<file path="config.mk">
export PLATFORM = sky130hd
export DESIGN_NAME = single_port_ram
export DESIGN_NICKNAME = d
export VERILOG_FILES = /design/src/rtl/spram_pkg.sv /design/src/rtl/spram_clear_ctrl.sv /design/src/rtl/single_port_ram.sv
export SDC_FILE = /design/constraint.sdc
export NUM_CORES = 1
export LEC_CHECK = 0
export BUFFER_PORTS_ARGS = -buffer_cell sky130_fd_sc_hd__buf_2
export CELL_PAD_IN_SITES_DETAIL_PLACEMENT = 0
export CELL_PAD_IN_SITES_GLOBAL_PLACEMENT = 1
export CORE_MARGIN = 1
export CORE_UTILIZATION = 45
export CTS_CLUSTER_SIZE = 16
export DETAILED_ROUTE_END_ITERATION = 7
export PLACE_DENSITY_LB_ADDON = 0.15
export SLEW_MARGIN = 10
export SYNTH_ARGS = -nofsm -noshare
export SYNTH_HDL_FRONTEND = slang
export SYNTH_SLANG_ARGS = --single-unit
</file>
<file path="constraint.sdc">
create_clock -name clk -period 3.2 [get_ports clk]
set_input_delay 0.48 -clock clk [delete_from_list [all_inputs] [get_ports clk]]
set_output_delay 0.48 -clock clk [all_outputs]
set_load 0.02 [all_outputs]
</file>
<file path="src/rtl/spram_pkg.sv">
// Shared constants and types for the 64 x 8 single-port RAM.
package spram_pkg;

    localparam int DATA_W = 8;
    localparam int ADDR_W = 6;
    // Every address maps to a word, so no range check is needed anywhere.
    localparam int DEPTH  = 2**ADDR_W;

    typedef logic [DATA_W-1:0] spram_data_t;
    typedef logic [ADDR_W-1:0] spram_addr_t;

endpackage

</file>
<file path="src/rtl/spram_clear_ctrl.sv">
// Post-reset clear sweep for single_port_ram: walks a counter over every
// address, one per clock, and holds busy high until the last word is zeroed.
// The whole module exists only when SPRAM_CLEAR_EN is defined.
`ifdef SPRAM_CLEAR_EN
module spram_clear_ctrl
    import spram_pkg::*;
(
    input  logic        clk,
    input  logic        rst_n,
    output logic        busy,
    output spram_addr_t clr_addr
);

    // Counter and busy flag; reset restarts the sweep at address 0.
    always_ff @(posedge clk or negedge rst_n) begin
        if (!rst_n) begin
            busy     <= 1'b1;
            clr_addr <= '0;
        end else if (busy) begin
            clr_addr <= clr_addr + 1'b1;
            // The edge that clears the last word also ends the sweep.
            if (clr_addr == spram_addr_t'(DEPTH - 1)) begin
                busy <= 1'b0;
            end
        end
    end

endmodule
`endif

</file>
<file path="src/rtl/single_port_ram.sv">
// 64 x 8 synchronous single-port RAM, shared address, registered read data,
// write-first. Reset clears only the output register, never the array.
// Build option SPRAM_CLEAR_EN adds a busy output and a post-reset sweep that
// zeroes every word before normal access is allowed.
module single_port_ram
    import spram_pkg::*;
(
    input  logic        clk,
    input  logic        rst_n,
    input  logic        we,
    input  spram_data_t data,
    input  spram_addr_t addr,
`ifdef SPRAM_CLEAR_EN
    output logic        busy,
`endif
    output spram_data_t q
);

    spram_data_t mem [DEPTH];

`ifdef SPRAM_CLEAR_EN
    spram_addr_t clr_addr;

    spram_clear_ctrl u_clear_ctrl (
        .clk      (clk),
        .rst_n    (rst_n),
        .busy     (busy),
        .clr_addr (clr_addr)
    );
`endif

    // Array write and output register share one block: the reset branch
    // only clears q, and because the array is touched solely in the
    // non-reset branch, writes presented while rst_n is low are dropped
    // without feeding rst_n into any data path.
    always_ff @(posedge clk or negedge rst_n) begin
        if (!rst_n) begin
            q <= '0;
        end else begin
`ifdef SPRAM_CLEAR_EN
            if (busy) begin
                mem[clr_addr] <= '0;
                q             <= '0;
            end else
`endif
            if (we) begin
                mem[addr] <= data;
                q         <= data;
            end else begin
                q <= mem[addr];
            end
        end
    end

endmodule

</file>
==> results.py <==
metrics = {
    "clock_network": {
        "clock_insertion_delay_worst_skew_ns": 0.61,
        "postCtsSetupBuffers": 0,
        "clk_pin_slew_ns": 0.06,
        "root_buffer": "clkbuf_16",
        "htree_levels": 2,
        "numCtsBuffers": 55,
        "cts.sink_count": 520,
        "cts_tree": "yes",
        "ctsLongestPathBuffers": 3,
    },
    "hold_path": {
        "hold_path_depth": 2,
        "hold_start": "we",
        "hold-path-endpoint": "q[4]",
        "hp-class": "input pin to flip-flop",
    },
    "timing": {
        "final.hold.worst_slack_ns": 0.235,
        "final_max_slew_violation_count": 0,
        "highest_clock_frequency_the_design_can_meet_mhz": 394,
        "grt_setup_unrepaired": "no",
        "final-hold-violation-count": 0,
        "finalWorstSetupSlack_ns": 0.660,
        "slew-limit-headroom": 0.227,
        "fin_crit_share": 0.794,
        "actual_slew_at_the_worst_max_slew_pin_ns": 1.16,
        "fin_setup_tns_ns": 0,
        "clock-skew-final_ns": 0.0165,
        "setup-violations-final": 0,
        "min_period_ns": 2.54,
    },
    "layout": {
        "diodes": 0,
        "final_util": 0.531,
        "layout-drive-gt1-share": 0.242,
        "filler_cell_count": 3703,
        "finish.cell_count_without_fillers": 1958,
        "flow.area_growth_from_synthesis_pct": 16.5,
        "finalNetCount": 1330,
        "fin_area_um2": 24100,
    },
    "floorplan": {
        "floorplan.initialDensity": 0.456,
        "design.die.area_um2": 46700,
        "io_pins": 25,
        "floorplan.die.height_um": 216,
        "std_cell_rows": 78,
        "core_um2": 45300,
        "chipWidth_um": 216,
    },
    "routing": {
        "via_per_inst": 5.94,
        "total_via_count_in_the_routed_design": 11600,
        "wl_per_cell_um": 29.8,
        "detail-route-antenna-nets": 0,
        "drt-pass1-iter-count": 5,
        "drt-total-wl_um": 58300,
        "drt-initial-drc-count": 1250,
        "drc_errors": 0,
    },
    "placed_design": {
        "routabilityCongestion": 0.871,
        "pre_cts_slack_ns": 0.109,
        "dp.cells": 1855,
        "place.port_buffers": 24,
        "detailed_place.area_um2": 22300,
        "dp_hpwl_um": 36600,
    },
    "yosys": {
        "synth_top_family_by_area": "multiplexers",
        "ys_seq_elements": 520,
        "synth.area.mux_share": 0.0997,
        "synth_adder_area_share": 0,
        "number_of_synthesized_flops_with_an_enable_pin": 512,
        "yosys.area_share.xor_xnor": 0,
        "synthTopCellsByArea": "edfxtp_1 (74%), mux2i_1 (3.6%), mux4_2 (3.5%)",
        "post_synthesis_instance_area_um2": 20600,
        "synth_cells": 1170,
        "postSynth.asyncResetShare": 0.0154,
        "synthesis.area_per_instance_um2": 17.6,
        "synth_compound_gate_area_share": 0.0763,
        "syn_nets": 1187,
        "netlist-cell-type-count": 65,
        "yosysWarningCount": 0,
        "yosys.area_share.simple": 0.0488,
        "synth_top_cell_area_share": 0.745,
        "netlist.top_cell.by_area": "edfxtp_1",
        "synth-main-ff-cell": "edfxtp_1",
        "synth.yosys.seq_area_share": 0.754,
    },
    "setup_path": {
        "crit_path_start_kind": "input pin",
        "path_buf_inv": 4,
        "critical_path_cell_sequence": "buf_6 -> buf_4 -> and2_1 -> buf_12 -> nand2_1 -> nor2_1 -> buf_4",
        "critical_path.max_fanout": 32,
        "crit_family": "simple AND/OR/NAND/NOR gates",
        "worstRegToRegCells": 5,
        "worst_path_largest_cell_delay_ns": 0.59,
        "data_arrival_time_of_the_critical_path_ns": 2.87,
        "r2r_setup_slack_ns": 0.94,
        "cp_launch_point": "addr[1]",
        "cell_repeated_most_along_the_worst_path": "buf_4",
        "crit_slowest_cell": "nand2_1",
        "cp.required_ns": 3.53,
        "setup.worst_path.end_class": "flip-flop",
        "worst_setup_path_class": "input pin to flip-flop",
        "worst_r2r_startpoint": "mem[27][7]",
        "critical_path.reg2reg.endpoint": "q[7]",
    },
    "grt": {
        "antenna_found_initial": 2,
        "groute.usage.overall": 0.255,
        "largest_net_degree_at_the_start_of_global_routing": 66,
        "grt_pass1_vias": 11600,
        "grt_pass1_wl_um": 84700,
        "grt_overflow": 0,
    },
    "pwr": {
        "internal_power_mw": 11.4,
        "power.switching_mw": 3.23,
        "power.share.clock": 0.428,
        "report.power.total_mw": 14.6,
        "combinationalPowerShare": 0.057,
        "power.ir.vdd_worst_mv": 0.395,
        "power.sequential.fraction": 0.515,
        "p_per_area_nw_per_um2": 609,
        "switching_share": 0.221,
        "leakage_nw": 8.05,
    },
    "run": {
        "max-cap-violations": 0,
    },
    "status": {
        "status": "complete, no violations",
    },
}
final cells by class:
type,instances,area (um2),share of cell area
Sequential cell,520,15600,0.647
Multi-Input combinational cell,562,4650,0.193
Timing Repair Buffer,164,1280,0.0533
Clock inverter,33,310,0.0129
Clock buffer,69,1450,0.0602
Inverter,10,37.5,0.00156
Tap cell,600,751,0.0312
routing by layer:
layer,vias up,wire length [um],GRT usage
met3,97,4460,0.0524
met2,476,27000,0.391
met4,2,1620,0.0822
li1,5041,-,-
met1,6006,25300,0.367
met5,-,12,0
cells in the final DEF, fill, tap and decap left out, types with 5 or more instances in the layout:
cell / n
buf_4: 135
a22o_1: 6
nand3b_1: 7
o211ai_1: 5
inv_1: 8
mux4_1: 6
nor3b_1: 6
clkinv_1: 9
a221o_1: 9
nand2_1: 45
a31oi_1: 16
o21ai_0: 19
edfxtp_1: 512
clkinvlp_4: 5
buf_12: 7
bufinv_16: 5
nand3_1: 11
nor2_1: 73
a32oi_1: 10
and3b_1: 7
o22ai_1: 10
clkinv_2: 9
dfrtp_1: 8
a211oi_1: 5
a221oi_1: 33
mux2i_1: 74
o2bb2ai_1: 7
nor2b_1: 6
mux2_2: 39
buf_2: 19
clkbuf_16: 55
clkbuf_1: 12
mux4_2: 32
a21oi_1: 24
and3_1: 6
a22oi_1: 37
nor3_1: 5
nand2b_1: 10
cells in the mapped netlist (7+ instances only):
master     instances
a32oi_1           10
nand3b_1           7
mux4_2            32
nand3_1           11
o21ai_0           19
buf_2             39
mux2_2            39
nor3b_1            7
a21oi_1           24
inv_1              9
a22oi_1           37
o22ai_1           10
dfrtp_1            8
o2bb2ai_1          7
nor2b_1            8
clkbuf_1          27
nand2_1           45
a221oi_1          33
a31oi_1           16
nor2_1            73
a221o_1            9
mux2i_1           74
edfxtp_1         512
nand2b_1          10
and3b_1            7
registers in the layout, summed over array words and instances, names as in the netlist:
name	flops
mem	512
q	8
worst max path at each step:
stage,to,slack (ns),cells after the start
after floorplan,mem[10][0],0.73,8
after global placement,mem[19][2],0.17,7
after detailed placement,mem[19][5],0.11,7
after CTS,mem[19][1],0.75,7
after global routing,mem[19][3],0.59,7
final,mem[19][1],0.66,7
power by group through the flow:
stage / Sequential (mW) / Combinational, mW / Clock (mW)
final: 7.54 / 0.831 / 6.27
after global placement: 7.68 / 0.826 / 0
after detailed placement: 7.68 / 0.831 / 0
after floorplan: 7.68 / 0.406 / 0
after CTS: 7.54 / 0.833 / 6.38
after global routing: 7.54 / 0.879 / 6.63
kinds of logic (layout without fill, tap and decap cells):
kind of cell    Yosys count  after routing
compound gates          210            210
simple gates            201            201
flops                   520            520
buf+inv                  88            276
mux                     151            151
what timing repair did:
action                     CTS  global route
hold buffers                 1             0
setup endpoints to repair    0             0
hold endpoints to repair     8             0
gates resized for setup      0             0
Note: power is estimated with default switching activity, not from simulation.
